**config.mk**
```make
export PLATFORM = sky130hd
export DESIGN_NAME = pc_unit_flat
export DESIGN_NICKNAME = d
export VERILOG_FILES = /design/src/rtl/mips_pkg.sv /design/src/rtl/pc_unit_if.sv /design/src/rtl/pc_unit_signext16.sv /design/src/rtl/pc_unit.sv /design/src/flat_wrapper.sv
export SDC_FILE = /design/constraint.sdc
export NUM_CORES = 1
export LEC_CHECK = 0
export CAP_MARGIN = 15
export CORE_UTILIZATION = 40
export DETAILED_ROUTE_END_ITERATION = 6
export PLACE_DENSITY_LB_ADDON = 0.3
export SETUP_SLACK_MARGIN = 0.4
export SLEW_MARGIN = 5
export SYNTH_ARGS = -nofsm -noshare
export SYNTH_HDL_FRONTEND = slang
export SYNTH_SLANG_ARGS = --single-unit
```
**constraint.sdc**
```tcl
create_clock -name clk -period 2.5 [get_ports clk]
set_clock_uncertainty 0.1 [all_clocks]
set_input_delay 0.5 -clock clk [delete_from_list [all_inputs] [get_ports clk]]
set_output_delay 0.5 -clock clk [all_outputs]
set_load 0.005 [all_outputs]
```
**src/rtl/mips_pkg.sv**
```systemverilog
// mips_pkg -- shared MIPS datapath definitions.
//   pcsrc_e          : next-PC source select encoding
//   RESET_PC_DEFAULT : PC value loaded on reset unless overridden
package mips_pkg;

    typedef enum logic [1:0] {
        PCSRC_ALU    = 2'b00,  // sequential fetch / computed address
        PCSRC_TARGET = 2'b01,  // latched branch target
        PCSRC_JUMP   = 2'b10,  // pseudo-direct jump
        PCSRC_HOLD   = 2'b11   // keep current PC
    } pcsrc_e;

    localparam logic [31:0] RESET_PC_DEFAULT = 32'h0000_0000;

endpackage

```
**src/rtl/pc_unit_if.sv**
```systemverilog
// pc_unit_if -- control/data bundle between the controller/datapath and pc_unit.
//   master : drives pc_write, pc_write_cond, zero, branch_ne, pc_source,
//            alu_result, target_write, imm, jidx; observes the results
//   slave  : pc_unit side; drives pc, target, branch_offset, pc_changed, fault
interface pc_unit_if #(
    parameter int WIDTH = 32
);
    import mips_pkg::*;

    logic             pc_write;
    logic             pc_write_cond;
    logic             zero;
    logic             branch_ne;
    pcsrc_e           pc_source;
    logic [WIDTH-1:0] alu_result;
    logic             target_write;
    logic [15:0]      imm;
    logic [25:0]      jidx;

    logic [WIDTH-1:0] pc;
    logic [WIDTH-1:0] target;
    logic [WIDTH-1:0] branch_offset;
    logic             pc_changed;
    logic             fault;

    modport master (
        output pc_write, pc_write_cond, zero, branch_ne, pc_source,
               alu_result, target_write, imm, jidx,
        input  pc, target, branch_offset, pc_changed, fault
    );

    modport slave (
        input  pc_write, pc_write_cond, zero, branch_ne, pc_source,
               alu_result, target_write, imm, jidx,
        output pc, target, branch_offset, pc_changed, fault
    );

endinterface

```
**src/rtl/pc_unit_signext16.sv**
```systemverilog
// signext16 -- sign-extends a 16-bit immediate to 32 bits.
//   imm : 16-bit immediate (instruction bits [15:0])
//   ext : 32-bit sign-extended value
module signext16 (
    input  logic [15:0] imm,
    output logic [31:0] ext
);

    assign ext = {{16{imm[15]}}, imm};

endmodule

```
**src/rtl/pc_unit.sv**
```systemverilog
// pc_unit -- multi-cycle MIPS program counter with branch target register.
//   clk, rst : single clock, synchronous active-high reset
//   bus      : pc_unit_if.slave (update controls, ALU result, instruction
//              fields in; pc, target, branch_offset, pc_changed, fault out)
// Optional feature macro: PC_ALIGN_CHECK_EN -- suppresses loads of a
// misaligned PC and raises a sticky fault flag. Without it, loads are
// unmodified and fault is tied low.
module pc_unit
    import mips_pkg::*;
#(
    parameter int          WIDTH    = 32,
    parameter logic [31:0] RESET_PC = RESET_PC_DEFAULT
) (
    input  logic     clk,
    input  logic     rst,
    pc_unit_if.slave bus
);

    logic             pc_en;
    logic             load_req;
    logic             do_load;
    logic [WIDTH-1:0] next_pc;
    logic [31:0]      imm_ext;

    signext16 u_signext16 (
        .imm (bus.imm),
        .ext (imm_ext)
    );

    assign bus.branch_offset = imm_ext << 2;

    // NOTE: every signal written here gets a default first so no latch is
    // inferred when a case arm or branch leaves it unassigned.
    always_comb begin
        next_pc = bus.pc;
        unique case (bus.pc_source)
            PCSRC_ALU:    next_pc = bus.alu_result;
            PCSRC_TARGET: next_pc = bus.target;  // pre-edge value, even if target_write is high
            PCSRC_JUMP:   next_pc = {bus.pc[WIDTH-1 -: 4], bus.jidx, 2'b00};
            PCSRC_HOLD:   next_pc = bus.pc;
            default:      next_pc = bus.pc;
        endcase
    end

    assign pc_en    = bus.pc_write | (bus.pc_write_cond & (bus.zero ^ bus.branch_ne));
    assign load_req = pc_en & (bus.pc_source != PCSRC_HOLD);

`ifdef PC_ALIGN_CHECK_EN
    logic misaligned;
    logic fault_q;

    assign misaligned = |next_pc[1:0];
    assign do_load    = load_req & ~misaligned;

    // Sticky: once a misaligned load is attempted, only reset clears it.
    always_ff @(posedge clk) begin
        if (rst)
            fault_q <= 1'b0;
        else if (load_req && misaligned)
            fault_q <= 1'b1;
    end

    assign bus.fault = fault_q;
`else
    assign do_load   = load_req;
    assign bus.fault = 1'b0;
`endif

    // NOTE: sequential state uses non-blocking assignments so every register
    // samples pre-edge values (the same-edge target/pc case depends on it).
    always_ff @(posedge clk) begin
        if (rst) begin
            bus.pc         <= RESET_PC;
            bus.target     <= '0;
            bus.pc_changed <= 1'b0;
        end else begin
            if (bus.target_write)
                bus.target <= bus.alu_result;
            if (do_load)
                bus.pc <= next_pc;
            bus.pc_changed <= do_load;
        end
    end

endmodule

```
**src/flat_wrapper.sv**
```systemverilog
// flat-port wrapper written by rule: the top's interface ports become plain ports
module pc_unit_flat import mips_pkg::*;
#(
    parameter int          WIDTH    = 32,
    parameter logic [31:0] RESET_PC = RESET_PC_DEFAULT
)
  (clk, rst, bus_pc_write, bus_pc_write_cond, bus_zero, bus_branch_ne, bus_pc_source, bus_alu_result, bus_target_write, bus_imm, bus_jidx, bus_pc, bus_target, bus_branch_offset, bus_pc_changed, bus_fault);
  pc_unit_if #(.WIDTH(WIDTH)) bus_i ();
  input  logic clk;
  input  logic rst;
  input wire logic [$bits(bus_i.pc_write)-1:0] bus_pc_write;
  input wire logic [$bits(bus_i.pc_write_cond)-1:0] bus_pc_write_cond;
  input wire logic [$bits(bus_i.zero)-1:0] bus_zero;
  input wire logic [$bits(bus_i.branch_ne)-1:0] bus_branch_ne;
  input wire logic [$bits(bus_i.pc_source)-1:0] bus_pc_source;
  input wire logic [$bits(bus_i.alu_result)-1:0] bus_alu_result;
  input wire logic [$bits(bus_i.target_write)-1:0] bus_target_write;
  input wire logic [$bits(bus_i.imm)-1:0] bus_imm;
  input wire logic [$bits(bus_i.jidx)-1:0] bus_jidx;
  output wire logic [$bits(bus_i.pc)-1:0] bus_pc;
  output wire logic [$bits(bus_i.target)-1:0] bus_target;
  output wire logic [$bits(bus_i.branch_offset)-1:0] bus_branch_offset;
  output wire logic [$bits(bus_i.pc_changed)-1:0] bus_pc_changed;
  output wire logic [$bits(bus_i.fault)-1:0] bus_fault;
  assign bus_i.pc_write = bus_pc_write;
  assign bus_i.pc_write_cond = bus_pc_write_cond;
  assign bus_i.zero = bus_zero;
  assign bus_i.branch_ne = bus_branch_ne;
  assign bus_i.pc_source = bus_pc_source;
  assign bus_i.alu_result = bus_alu_result;
  assign bus_i.target_write = bus_target_write;
  assign bus_i.imm = bus_imm;
  assign bus_i.jidx = bus_jidx;
  assign bus_pc = bus_i.pc;
  assign bus_target = bus_i.target;
  assign bus_branch_offset = bus_i.branch_offset;
  assign bus_pc_changed = bus_i.pc_changed;
  assign bus_fault = bus_i.fault;
  pc_unit #(.WIDTH(WIDTH), .RESET_PC(RESET_PC)) u_core (.clk(clk), .rst(rst), .bus(bus_i));
endmodule
```
# After elaboration in Yosys (flattened, before gate mapping)
# Index checks and enable logic that the tools add are counted.
# word_totals
register_bits,65
input_bits,83
out_inout_bits,98
word_cells,18
# op_classes
eq_ne,4
n_mux,1
n_bitwise,6
n_reduce_logical,3
# ops
op,n
32-bit case mux with 3 select lines,1
"2-bit == test, second input constant",2
3-bit AND reduction,1
1-bit bitwise AND,2
"2-bit by 1-bit == test with 1-bit output, second input constant",1
2-bit logical NOT,1
"2-bit inequality test, second input constant",1
1-bit inverter,2
2-bit AND reduction,1
1-bit OR,1
1-bit bitwise XOR,1

# Longest topological paths before layout
# logic_depth
depth_word,5
ltp_mapped,7
mapped_depth_nobuf,5

# Modules after synthesis
# Synthesis repeated with hierarchy kept, for this count alone.
# unflattened
cells_unflattened,369
hier_area_um2,3469.6
# modules_own_cells
module,n_inst,cells_per_inst,area_each_um2,seq_area_each_um2
pc_unit,1,337,3229.3,1301.2
signext16,1,32,240.2,0.0

# Worst setup path before layout
# No wires, ideal clock.
# synth_timing
path_kind,in2reg
from,input bus_pc_source[0]
to,register u_core.bus.pc[18]
setup_ps,121
arrival_time_ps,1665
required_ps,2279
path_slack_ps,613
stages,7
n_path_buf,2
cell_sequence,inv_1 ha_1 buf_2 clkbuf_1 a221oi_1 nor3_1 mux2_4
# synth_via
elab_chain_cells,3
elab_cells_between_ends,9
classes_between,eq/ne (4); mux (1); bitwise (2); reduce/logical (2)
# synth_rtl
element,line,source
from (decl),flat_wrapper.sv:15,input wire logic [$bits(bus_i.pc_source)-1:0] bus_pc_source;
2-bit inequality test / 2-bit == test (equally long branches),"pc_unit.sv:46, pc_unit.sv:36",
1-bit bitwise AND / 1-bit inverter (equally long branches),n/a,
2-bit AND reduction (no line),n/a,
to (signal assigned),pc_unit.sv:80,bus.pc <= next_pc;
to (decl),pc_unit_if.sv:35,"output pc, target, branch_offset, pc_changed, fault"
# Several ways; a longest one is shown, not always the timed one.
# A chain may end at the register's enable or synchronous reset.

# Worst setup path in the final report
# layout_timing
from,input bus_branch_ne
to,register u_core.bus.pc[23]
# layout_via
elab_chain_cells,5
# layout_rtl
element,line,source
from (decl),flat_wrapper.sv:14,input wire logic [$bits(bus_i.branch_ne)-1:0] bus_branch_ne;
1-bit bitwise XOR,pc_unit.sv:45,assign pc_en = bus.pc_write | (bus.pc_write_cond & (bus.zero ^ bus.branch_ne));
1-bit bitwise AND,pc_unit.sv:45,
1-bit OR,pc_unit.sv:45,
1-bit bitwise AND,pc_unit.sv:46,assign load_req = pc_en & (bus.pc_source != PCSRC_HOLD);
2-bit AND reduction (no line),n/a,
# No other way between the ends.

==> impl_metrics.json <==
{
  "hold_path_depth": 2,
  "netlist_area_um2": 3455,
  "post-route-min-period_ps": 1938,
  "cp-end-kind": "register",
  "postSynth.asyncResetShare_pct": 0,
  "netlist.area_leader.share_pct": 37.67,
  "gp_congestion": 0.8039,
  "track_usage_pct": 19.41,
  "ys_ff_latch": 65,
  "drc": 0,
  "critPathLaunchType": "input port",
  "routedWlPerCell_um": 15.90,
  "die-height_um": 94.93,
  "routed_wl_mm": 9.064,
  "synth_ff_type": "dfxtp_1",
  "rows": 33,
  "path_buf_inv": 2,
  "cts.hold.buffers_added": 0,
  "critPathMaxStageDelay_ps": 410,
  "status": "finished, final reports clean",
  "diodes": 0,
  "path_depth": 5,
  "synth_area_per_cell_um2": 9.413,
  "antenna_found_initial": 0,
  "synth.area.top_cells": "dfxtp_1, nor2b_1, mux2i_1",
  "cts_tree": "done",
  "cts_root_buf": "clkbuf_8",
  "via_per_inst": 5.144,
  "relSlewSlack_pct": 62.53,
  "rr_worst_depth": 3,
  "synth_largest_area_cell": "dfxtp_1",
  "arrival_ps": 2060,
  "die-area_um2": 9012,
  "setup_viol": 0,
  "path_cells": "clkdlybuf4s50_1, xor2_1, a31oi_4, buf_4, mux2_4",
  "ir_drop_mv": 0.2944,
  "grt_max_degree": 98,
  "clk_latency_ps": 330,
  "crit_slowest_cell": "clkdlybuf4s50_1",
  "finalHoldViolCount": 0,
  "p_per_area_nw_per_um2": 577.1,
  "cp_data_required_time_ps": 2620,
  "yosysSeqAreaShare_pct": 37.67,
  "portBuffers": 131,
  "p_leak_uw": 0.002001,
  "slew_violations": 0,
  "crit_family": "buffers and inverters",
  "power_uw": 2885,
  "area_growth_pct": 44.73,
  "io_pins": 181,
  "synth_warnings": 0,
  "clockBufferDepth": 2,
  "final_min_period_over_clock_period_pct": 77.53,
  "die_w_um": 94.93,
  "start_util_pct": 41.63,
  "crit_fanout": 8,
  "synth_enable_flop_cells": 0,
  "first_pass_iters": 4,
  "fin_setup_tns_ps": 0,
  "synth_cell_types": 23,
  "syn_inst": 367,
  "cts_sinks": 65,
  "timing.fmax_mhz": 515.9,
  "worstMarginPinSlew_ps": 562.1,
  "clk_pin_slew_ps": 80,
  "critPathKind": "input port to register",
  "nets": 546,
  "initialDrtViolationCount": 114,
  "drive_above_1_share_pct": 14.84,
  "core_region_area_um2": 8299,
  "place_hpwl_mm": 5.800,
  "numCtsBuffers": 9,
  "overflow": 0,
  "ant_nets": 0,
  "grt_pass1_wl_mm": 13.43,
  "first_global_vias": 2784,
  "hold_class": "register to register",
  "rsz0062_at_grt": "false",
  "max-cap-violations": 0,
  "vias": 2932,
  "htree_levels": 3
}
## worst paths after layout
check                                     start                                 end  slack [ps]
max                               bus_branch_ne      u_core.bus.pc[23]$_SDFFE_PP0P_         560
min          u_core.bus.target[28]$_SDFFE_PP0P_  u_core.bus.target[28]$_SDFFE_PP0P_         420
min reg2reg  u_core.bus.target[28]$_SDFFE_PP0P_  u_core.bus.target[28]$_SDFFE_PP0P_         420
max reg2reg  u_core.bus.target[18]$_SDFFE_PP0P_      u_core.bus.pc[18]$_SDFFE_PP0P_        1310
## metal layers
metal	wire (µm)	global-route usage, %	part of all wire, %
met5	0	0	0
met4	139	8.838	1.5
met3	631	5.314	7.0
met2	4436	32.01	49
met1	3856	23.41	43
## placed cells by master (no fill, tap or decap)
master           synthesis  layout
inv_1                    3       3
a31oi_4                  0       1
buf_2                    9       2
ha_1                     3       1
nand3b_1                 6       6
a21oi_1                  7       7
nor3b_1                  2       2
buf_12                   1       6
conb_1                   1       3
clkbuf_16                0       2
nor2b_1                 59      59
ha_4                     0       2
dfxtp_1                 65      65
mux2_4                   9       9
nor2_1                  33      33
clkbuf_8                 0      11
clkbuf_1                18       1
mux2i_1                 32      32
clkinvlp_4               0       2
buf_4                   34       5
bufinv_16                0       2
nor3_1                  26      26
clkdlybuf4s50_1          0     127
mux2_2                  23      23
a221oi_1                26      22
nand2_1                  6       6
xor2_1                   1       1
a221oi_2                 0       4
dlymetal6s2s_1           0       2
## synthesized netlist by cell type (6+ instances only)
master / number
a21oi_1: 7
a221oi_1: 26
buf_2: 9
buf_4: 34
clkbuf_1: 18
dfxtp_1: 65
mux2_2: 23
mux2_4: 9
mux2i_1: 32
nand2_1: 6
nand3b_1: 6
nor2_1: 33
nor2b_1: 59
nor3_1: 26
## registers in the layout (all words and copies together) (netlist names)
signal / flops
u_core.bus.pc: 32
u_core.bus.pc_changed: 1
u_core.bus.target: 32
## metrics by stage
step                      setup slack, ps  util, %  instance area [µm²]  hold WS [ps]  cells
after floorplan                     613.4        -                 3462         407.5    369
after global placement              122.9    56.05                 4652         399.7    550
after detailed placement            75.66    56.05                 4652         410.3    550
after CTS                           433.6    58.83                 4882         431.3    566
after global routing                523.5    60.24                 5000         458.0    570
final                               561.8    60.24                 5000         424.0    570
## logic make-up (layout without fill, tap and decap cells)
kind of cell    Yosys count  in the layout  synth area share, %
simple gates            132            132                20.43
compound gates           34             34                7.787
fa+ha+maj                 3              3                1.087
mux                      64             64                20.68
flops                    65             65                37.67
buf+inv                  67            163                11.99
xor+xnor                  1              1               0.2536
other cells               1              3               0.1086
## power by group
group	leakage [µW]	switching (µW)	total, µW	internal, µW
Clock	0.000109	406	1020	617
Combinational	0.00136	264	699	435
Sequential	0.000536	47.9	1160	1110
Total	0.00200	718	2890	2170
## worst min-delay path, stage by stage (launching register included)
cell and delay, ps:
dfxtp_1 350, mux2i_1 70, nor2_1 70
## repair_timing
item,CTS,global route
setup endpoints to repair,0,8
buffers inserted,0,2
hold endpoints to repair,0,0
resized for setup,0,9
## area by class of cell
| cell class | instances | area, µm² |
|---|---|---|
| Timing Repair Buffer | 144 | 1514 |
| Multi-Input combinational cell | 237 | 1812 |
| Tap cell | 105 | 131.4 |
| Clock buffer | 12 | 155.1 |
| Inverter | 3 | 11.26 |
| Fill cell | 723 | 3299 |
| Sequential cell | 65 | 1301 |
| Clock inverter | 4 | 75.07 |
(Power assumes the default switching activity.)
